==> config.mk <==
export PLATFORM = sky130hd
export DESIGN_NAME = multicycle_ctrl
export DESIGN_NICKNAME = d
export VERILOG_FILES = /design/src/rtl/multicycle_ctrl.sv
export SDC_FILE = /design/constraint.sdc
export NUM_CORES = 1
export LEC_CHECK = 0
export ABC_AREA = 1
export ABC_CLOCK_PERIOD_IN_PS = 2000
export CAP_MARGIN = 40
export CORE_MARGIN = 2
export CORE_UTILIZATION = 28
export DETAILED_ROUTE_END_ITERATION = 7
export PLACE_DENSITY = 0.56
export RECOVER_POWER = 50
export SYNTH_ARGS = -nofsm -noshare
export SYNTH_HDL_FRONTEND = slang
export SYNTH_SLANG_ARGS = --single-unit
==> constraint.sdc <==
create_clock -name clk -period 2 [get_ports clk]
set_input_delay 0.2 -clock clk [delete_from_list [all_inputs] [get_ports clk]]
set_output_delay 0.2 -clock clk [all_outputs]
set_load 0.1 [all_outputs]
==> src/rtl/multicycle_ctrl.sv <==
// Multi-cycle control FSM: sequences FETCH/DECODE/EXEC/MEM/WB,
// arbitrates the shared memory port and drives all datapath strobes.
// Only the state and the retired-instruction counter are registered.
module multicycle_ctrl #(
    parameter int CNT_W = 32
) (
    input  logic             clk,
    input  logic             rst_n,
    input  logic             run,
    input  logic [5:0]       opcode,
    input  logic [5:0]       funct,
    input  logic             zero,
    input  logic             mem_ready,
    output logic [1:0]       com_format,
    output logic             ir_we,
    output logic             pc_we,
    output logic [1:0]       pc_src,
    output logic             mem_req,
    output logic             mem_we,
    output logic             mem_sel,
    output logic             reg_we,
    output logic             reg_dst,
    output logic             wb_sel,
    output logic             alu_src,
    output logic [2:0]       alu_op,
    output logic             illegal,
    output logic             halted,
    output logic [CNT_W-1:0] instr_count,
    output logic [2:0]       state
);

    typedef enum logic [2:0] {
        S_IDLE   = 3'd0,
        S_FETCH  = 3'd1,
        S_DECODE = 3'd2,
        S_EXEC   = 3'd3,
        S_MEM    = 3'd4,
        S_WB     = 3'd5,
        S_HALT   = 3'd6
    } state_t;

    localparam logic [2:0] ALU_ADD = 3'b000;
    localparam logic [2:0] ALU_SUB = 3'b001;
    localparam logic [2:0] ALU_AND = 3'b010;
    localparam logic [2:0] ALU_OR  = 3'b011;
    localparam logic [2:0] ALU_SLT = 3'b100;
    localparam logic [2:0] ALU_SLL = 3'b101;

    state_t           r_state;
    logic [CNT_W-1:0] r_count;

    logic       w_is_r, w_r_ok, w_addi, w_lw, w_sw, w_beq, w_j, w_halt, w_legal;
    logic [2:0] w_r_alu;
    logic       w_retire;

    assign w_is_r = (opcode == 6'b000000);
    assign w_addi = (opcode == 6'b001000);
    assign w_lw   = (opcode == 6'b100011);
    assign w_sw   = (opcode == 6'b101011);
    assign w_beq  = (opcode == 6'b000100);
    assign w_j    = (opcode == 6'b000010);
    assign w_halt = (opcode == 6'b111111);

    // R-type funct decode: ALU operation and whether the funct is supported
    always_comb begin
        w_r_ok  = 1'b1;
        w_r_alu = ALU_ADD;
        case (funct)
            6'b100000: w_r_alu = ALU_ADD;
            6'b100010: w_r_alu = ALU_SUB;
            6'b100100: w_r_alu = ALU_AND;
            6'b100101: w_r_alu = ALU_OR;
            6'b101010: w_r_alu = ALU_SLT;
            6'b000000: w_r_alu = ALU_SLL;
            default:   w_r_ok  = 1'b0;
        endcase
    end

    assign w_legal = (w_is_r & w_r_ok) | w_addi | w_lw | w_sw | w_beq | w_j | w_halt;

    // An instruction retires on the edge that leaves its last state
    assign w_retire = ((r_state == S_DECODE) & w_j)
                    | ((r_state == S_EXEC) & w_beq)
                    | ((r_state == S_MEM) & mem_ready & w_sw)
                    | (r_state == S_WB);

    // Instruction format hint to the decoder; only meaningful once IR holds it
    always_comb begin
        case (r_state)
            S_DECODE, S_EXEC, S_MEM, S_WB:
                com_format = w_is_r ? 2'b00 : (w_j ? 2'b10 : 2'b01);
            default:
                com_format = 2'b11;
        endcase
    end

    // Moore strobes from state, refined by opcode/funct/zero
    always_comb begin
        ir_we   = 1'b0;
        pc_we   = 1'b0;
        pc_src  = 2'b00;
        mem_req = 1'b0;
        mem_we  = 1'b0;
        mem_sel = 1'b0;
        reg_we  = 1'b0;
        reg_dst = 1'b0;
        wb_sel  = 1'b0;
        alu_src = 1'b0;
        alu_op  = ALU_ADD;
        illegal = 1'b0;
        halted  = 1'b0;
        case (r_state)
            S_FETCH: begin
                mem_req = 1'b1;
                if (mem_ready) begin
                    ir_we = 1'b1;
                    pc_we = 1'b1;
                end
            end
            S_DECODE: begin
                if (!w_legal) begin
                    illegal = 1'b1;
                end else if (w_j) begin
                    pc_we  = 1'b1;
                    pc_src = 2'b10;
                end
            end
            S_EXEC: begin
                if (w_is_r) begin
                    alu_op = w_r_alu;
                end else if (w_addi | w_lw | w_sw) begin
                    alu_src = 1'b1;
                end else if (w_beq) begin
                    alu_op = ALU_SUB;
                    if (zero) begin
                        pc_we  = 1'b1;
                        pc_src = 2'b01;
                    end
                end
            end
            S_MEM: begin
                mem_req = 1'b1;
                mem_sel = 1'b1;
                mem_we  = w_sw;
            end
            S_WB: begin
                reg_we  = 1'b1;
                reg_dst = w_is_r;
                wb_sel  = w_lw;
            end
            S_HALT: halted = 1'b1;
            default: ;
        endcase
    end

    // State sequencing and retired-instruction counter
    always_ff @(posedge clk or negedge rst_n) begin
        if (!rst_n) begin
            r_state <= S_IDLE;
            r_count <= '0;
        end else begin
            if (w_retire)
                r_count <= r_count + CNT_W'(1);
            case (r_state)
                S_IDLE:   if (run) r_state <= S_FETCH;
                S_FETCH:  if (mem_ready) r_state <= S_DECODE;
                S_DECODE: begin
                    if (w_halt)                r_state <= S_HALT;
                    else if (!w_legal || w_j)  r_state <= S_FETCH;
                    else                       r_state <= S_EXEC;
                end
                S_EXEC: begin
                    if (w_lw || w_sw)          r_state <= S_MEM;
                    else if (w_beq)            r_state <= S_FETCH;
                    else                       r_state <= S_WB;
                end
                S_MEM: begin
                    if (mem_ready)             r_state <= w_lw ? S_WB : S_FETCH;
                end
                S_WB:     r_state <= S_FETCH;
                S_HALT:   r_state <= S_HALT;
                default:  r_state <= S_IDLE;
            endcase
        end
    end

    assign instr_count = r_count;
    assign state       = r_state;

endmodule
==> metrics.md, run 1 <==
| Metric | Value |
|---|---|
| Met3 WL | 393 um |
| Worst-Margin Slew | about 0.90 ns |
| Drt first-iter violations | around 110 |
| Period utilization | ~97% |
| ANT cells | 0 |
| Full die area | between 0.01 and 0.015 mm^2 |
| Total CTS buffers | 5 |
| Core Rows | 35 |
| DRC errors left | 0 |
| Mapped Cells | 440 |
| GP Congestion | between 0.9 and 1 |
| Pwr dens | between 1500 and 2000 mW/mm^2 |
| Clk slew on worst S/H paths | approximately 0.080 ns |
| Drt pass-1 iters | 4 |
| Path category of the worst min-delay check | input port to asynchronous set/reset pin |
| Max-Cap Viols | 0 |
| Worst Skew | about 0.0058 ns |
| Hold_ws | about 0.027 ns |
| Ports | 70 |
| Global-route wire length before repair | approximately 14 mm |
| Vias in the first global route | 2922 |
| Crit path cell chain | buf_4, nor3_4, inv_2, nand4_1, o21ai_2, buf_12 |
| Distinct cells, synth | 26 |
| Top Metal Used | met4 |
| Worst Path Max Fanout | 4 |
| CTS Buffer Depth | 2 |
| Slowest cell on crit path | dfrtp_4 |
| Final Critical Period | 1.94 ns |
| Layout cells sized above 1 | a little over a fifth |
| Drt wl/cell | about 13 um |
| WP data arrival | 1.74 ns |
| FF+latch count, synth | 35 |
| Average cell area after synthesis | roughly 6.1 um^2 |
| Port buffer count | around 70 |
| CTS root buf | clkbuf_8 |
| Outcome | finished, final reports clean |
| Drt total wl | ~8.4 mm |
| Post-synth EDFFs | 0 |
| Syn Std Cell Area | around 0.0027 mm^2 |
| Setup TNS | 0 ns |
| Worst skew pair latency | around 0.28 ns |
| FMAX | 517 MHz |
| Total GRT Usage | between 10% and 20% |
| Slew margin rel. | about two fifths |
| Core Box Area | roughly 0.009 mm^2 |
| Antenna viol nets, final | 0 |
| Hold Buf Count CTS | 0 |
| Crit. End Element | primary output |
| CP startpoint kind | flip-flop |
| Drt via density | about 4.5 |
| Area growth, synth to finish | 45.1% |
| Grt ovf | 0 |
| Largest net degree at the start of global routing | 36 |
| Slew Limit Fails | 0 |
| CTS tree | yes |
| Syn Nets | approximately 460 |
| Clock sink total | 35 |
| Critical path's top delay family | flip-flops |
| Final Hold Viols | 0 |
| Leak pwr | approximately 0.0018 uW |
| Post-DP HPWL | around 6.7 mm |
| CP required | roughly 1.8 ns |
| Post-Layout Cell Count | approximately 660 |
| H-tree depth | 2 |
| RSZ-0062 raised after global routing | yes |
| Vias | 2958 |
| Asr flop ratio synth | 100% |
| WS Path Type | flip-flop to primary output |
| Starting Density | between 20% and 30% |
| Post-synthesis sequential area ratio | 32.8% |
| Main flop type after synthesis | dfrtp_1 |
| Final Setup Violations | 0 |
| VDD IR-drop max | 1580 uV |
| Buf+Inv Stages, Crit Path | 3 |
| Die Y | roughly 100 um |
| Met2 WL | approximately 4.2 mm |
| Synth warn | 0 |
| Final #Nets | between 500 and 600 |
| Max incr delay on CP | between 0.4 and 0.5 ns |
| Die W | ~100 um |
| M1 WL | between 3 and 4 mm |
| Dpl cells | 643 |
| Initial antenna violation count | 0 |
==> stage by stage <==
stage                     utilization, %  total power, uW  cell area, um^2  worst slack [ns]
final                               42.0             5970             3880            0.0645
after global routing                42.0             6300             3880           -0.0293
after CTS                           41.9             6010             3870            0.0164
after detailed placement            40.8             5460             3770            0.0382
after global placement              40.8             5440             3770            0.0525
after floorplan                        -             4350             2800            -0.482
==> routing by layer <==
| layer | global-route usage, % | vias up |
|---|---|---|
| met2 | 29.6 | 66 |
| met3 | 3.59 | 8 |
| met5 | 0 | - |
| met1 | 22.3 | 1343 |
| li1 | - | 1541 |
| met4 | 3.33 | 0 |
==> state kept, by name, indices dropped and copies added (netlist names) <==
register	count
state	3
instr_count	32
==> synth_stat cells, types with 2 or more instances <==
| cell | number | area [um^2] |
|---|---|---|
| nand4_1 | 5 | 31.3 |
| inv_2 | 4 | 15.0 |
| buf_2 | 2 | 10.0 |
| buf_4 | 2 | 15.0 |
| nand3b_1 | 10 | 75.1 |
| a21oi_1 | 7 | 35.0 |
| nand3_1 | 22 | 110 |
| nand3_2 | 2 | 20.0 |
| nor2_1 | 76 | 285 |
| o21ai_1 | 16 | 80.1 |
| dfrtp_1 | 35 | 876 |
| inv_1 | 52 | 195 |
| nor3_1 | 13 | 65.1 |
| o21ai_0 | 10 | 50.1 |
| buf_6 | 2 | 22.5 |
| xor2_1 | 11 | 96.3 |
| nand2_1 | 162 | 608 |
==> cell families (layout without fill, tap and decap cells) <==
logic type,count (synthesis),count (layout),share of synthesized area (%)
and+or+nand+nor,296,296,46.8
buffers and inverters,63,152,9.87
DFF,35,35,32.8
AOI/OAI and AO/OA,33,33,6.18
xor gates and xnor gates,12,12,3.93
adders and majority gates,1,1,0.468
==> final cells by class <==
type	instances	area, um^2
clock buffers	7	76.3
clock inverters	1	5.00
fillers	984	5360
inverters	57	223
multi-input cells	342	1660
flip-flops and latches	35	887
well taps	129	161
repair buffers	87	866
==> cell usage in the layout (no fill, tap or decap), types with 3 or more instances in the layout <==
cell and count:
nand2_1 159, nor2_1 66, inv_1 48, dfrtp_1 32, buf_4 28, clkbuf_2 25, o21ai_1 22, nand3_1 21
buf_12 19, clkdlybuf4s50_1 15, nor3_1 12, xor2_1 11, nand3b_1 10, nor2_4 8, inv_2 6, nand4_1 5
a21oi_1 5, clkbuf_8 5, nor2_2 4, nand3_2 3, o21ai_0 3, dfrtp_4 3
==> worst reg2reg max path, stage by stage, from the launching register on <==
cell     delay (ns)
dfrtp_1        0.44
inv_1          0.10
nor3_1         0.33
nand2_1        0.13
nor2_1         0.23
nand2_1        0.09
nand2_1        0.06
nand2_1        0.05
nand2_1        0.05
nand2_1        0.05
==> power breakdown <==
part | internal, uW | switching (uW) | total (uW)
Combinational | 997 | 3210 | 4210
Clock | 245 | 262 | 507
Sequential | 953 | 304 | 1260
Total | 2200 | 3780 | 5970
==> final timing paths <==
kind                            startpoint              end  slack, ns  cells after the start
setup reg to reg           instr_count[12]  instr_count[29]       0.37                      9
min in group clk           instr_count[31]  instr_count[31]       0.53                      2
hold reg to reg            instr_count[31]  instr_count[31]       0.53                      2
max in group asynchronous            rst_n         state[0]       1.31                      1
hold / removal                       rst_n   instr_count[8]       0.03                      1
setup / recovery                  state[1]    com_format[0]       0.06                      6
==> timing repair <==
item / in CTS / in global routing
gates resized for setup: 1 / 9
buffers inserted: 2 / 5
pin swaps: 1 / 2
setup endpoints to repair: 2 / 7
No activity file was read; power rests on OpenSTA's default activity.
==> inputs of run 2 (changes only) <==
Settings changed: SKIP_LAST_GASP set to 1.
==> metrics.md, run 2 (synthesis results as in run 1) <==
| Metric | Value |
|---|---|
| Post-DP HPWL | between 6 and 7 mm |
| Worst-Margin Slew | about 0.9 ns |
| Die W | around 100 um |
| FMAX | about 510 MHz |
| Most frequent cells in the layout | nand2_1 (159), nor2_1 (66), inv_1 (48), dfrtp_1 (32), buf_4 (28) |
| Slowest cell on crit path | dfrtp_4 |
| Cell area after layout | 0.00387 mm^2 |
| Drt wl/cell | approximately 13 um |
| CTS tree | yes |
| CP required | roughly 1.8 ns |
| Drt first-iter violations | 115 |
| Vias | 2950 |
| Footprint of the multi-input gates | 0.00166 mm^2 |
| Clock sink total | 35 |
| Drt pass-1 iters | 5 |
| Crit path cell chain | buf_4, nor3_4, inv_2, nand4_1, o21ai_2, buf_12 |
| CTS Buffer Depth | 2 |
| Area growth, synth to finish | 44.9% |
| Placed Instance Area | ~0.0038 mm^2 |
| GP Congestion | around 0.95 |
| Initial antenna violation count | 0 |
| VDD IR-drop max | between 1500 and 2000 uV |
| Pwr dens | ~1500 mW/mm^2 |
| ANT cells | 0 |
| Drt total wl | ~8.4 mm |
| WP data arrival | between 1.5 and 2 ns |
| Largest net degree at the start of global routing | 36 |
| Max FFs per register | 32 |
| H-tree depth | 2 |
| Outcome | finished, final reports clean |
| Reg2Reg Depth | 7 |
| Final Hold Viols | 0 |
| Grt ovf | 0 |
| Leak pwr | around 0.0018 uW |
| Slew margin rel. | roughly two fifths |
| Total GRT Usage | 17.2% |
| Total CTS buffers | 5 |
| Worst Path Max Fanout | 4 |
| CP startpoint kind | flip-flop |
| Clk slew on worst S/H paths | 0.07 ns |
| Full die area | just over 0.01 mm^2 |
| Antenna viol nets, final | 0 |
| Final Critical Period | approximately 2 ns |
| RSZ-0062 raised after global routing | yes |
| Register Area | 887 um^2 |
| Worst skew pair latency | between 0.2 and 0.3 ns |
| Core Box Area | just over 0.009 mm^2 |
| Vias in the first global route | just under 3000 |
| Drt via density | about 4.5 |
| Hold Buf Count CTS | 0 |
| Final Setup Violations | 0 |
| Fillers | 980 |
| Crit. End Element | primary output |
| Die Y | between 100 and 150 um |
| Slew Limit Fails | 0 |
| Layout cells sized above 1 | between 20% and 30% |
| FF-to-FF setup slack | approximately 0.34 ns |
| Port buffer count | approximately 70 |
| Worst Skew | approximately 0.0041 ns |
| Starting Density | ~29% |
| DRC errors left | 0 |
| Ports | 70 |
| Max-Cap Viols | 0 |
| Final #Nets | around 550 |
| Hold_ws | slightly above 0.03 ns |
| Path category of the worst min-delay check | input port to asynchronous set/reset pin |
| Commonest non-fill, non-tap cell in the layout | nand2_1 |
| CTS root buf | clkbuf_8 |
| Core Rows | 35 |
| Global-route wire length before repair | 14.1 mm |
| WS Path Type | flip-flop to primary output |
| Period utilization | a little over nine tenths |
| Setup TNS | 0 ns |
| Max incr delay on CP | between 0.4 and 0.5 ns |
[run 2: critical path, delay by kind of cell, from the launching register on]
family | cells | cell delay, ns
DFF | 1 | 0.49
buffers and inverters | 3 | 0.45
and+or+nand+nor | 2 | 0.44
AOI/OAI and AO/OA | 1 | 0.10
[run 2: final cells by class]
cell class / count / area share (%)
multi-input combinational: 342 / 42.7
sequential: 35 / 22.9
timing repair buffer: 87 / 22.4
inverter: 57 / 5.75
tap: 129 / 4.17
clock buffer: 7 / 1.97
clock inverter: 1 / 0.129
[run 2: layer usage]
metal,up-vias,track usage [%],wire length (um)
met5,-,0,0
met4,0,3.33,94
met3,10,3.59,380
met2,63,29.6,4140
met1,1332,22.3,3820
li1,1545,-,-
[run 2: final timing paths]
check / from / endpoint
setup / recovery: state[1] / com_format[0]
hold / removal: rst_n / instr_count[8]
setup reg to reg: state[1] / instr_count[7]
hold reg to reg: instr_count[31] / instr_count[31]
max in group asynchronous: rst_n / state[2]
min in group clk: instr_count[31] / instr_count[31]
[run 2: power by group]
group	total (uW)	internal [uW]	switching, uW
Sequential	1260	954	304
Combinational	4210	996	3210
Clock	501	245	256
Total	5970	2190	3770
[run 2: per-stage QoR]
stage | cells | power, uW | utilization [%] | setup WS [ns]
6_report | 658 | 5970 | 41.9 | 0.0419
3_5_place_dp | 643 | 5460 | 40.8 | 0.0382
4_1_cts | 653 | 6010 | 41.9 | 0.0164
3_3_place_gp | 643 | 5440 | 40.8 | 0.0525
5_1_grt | 658 | 6300 | 41.9 | -0.0327
2_1_floorplan | 440 | 4350 | - | -0.482
[run 2: repair_timing]
item,CTS,global route
gates cloned,0,0
pin swaps,1,1
resized for setup,1,8
setup endpoints to repair,2,7
buffers inserted,2,5
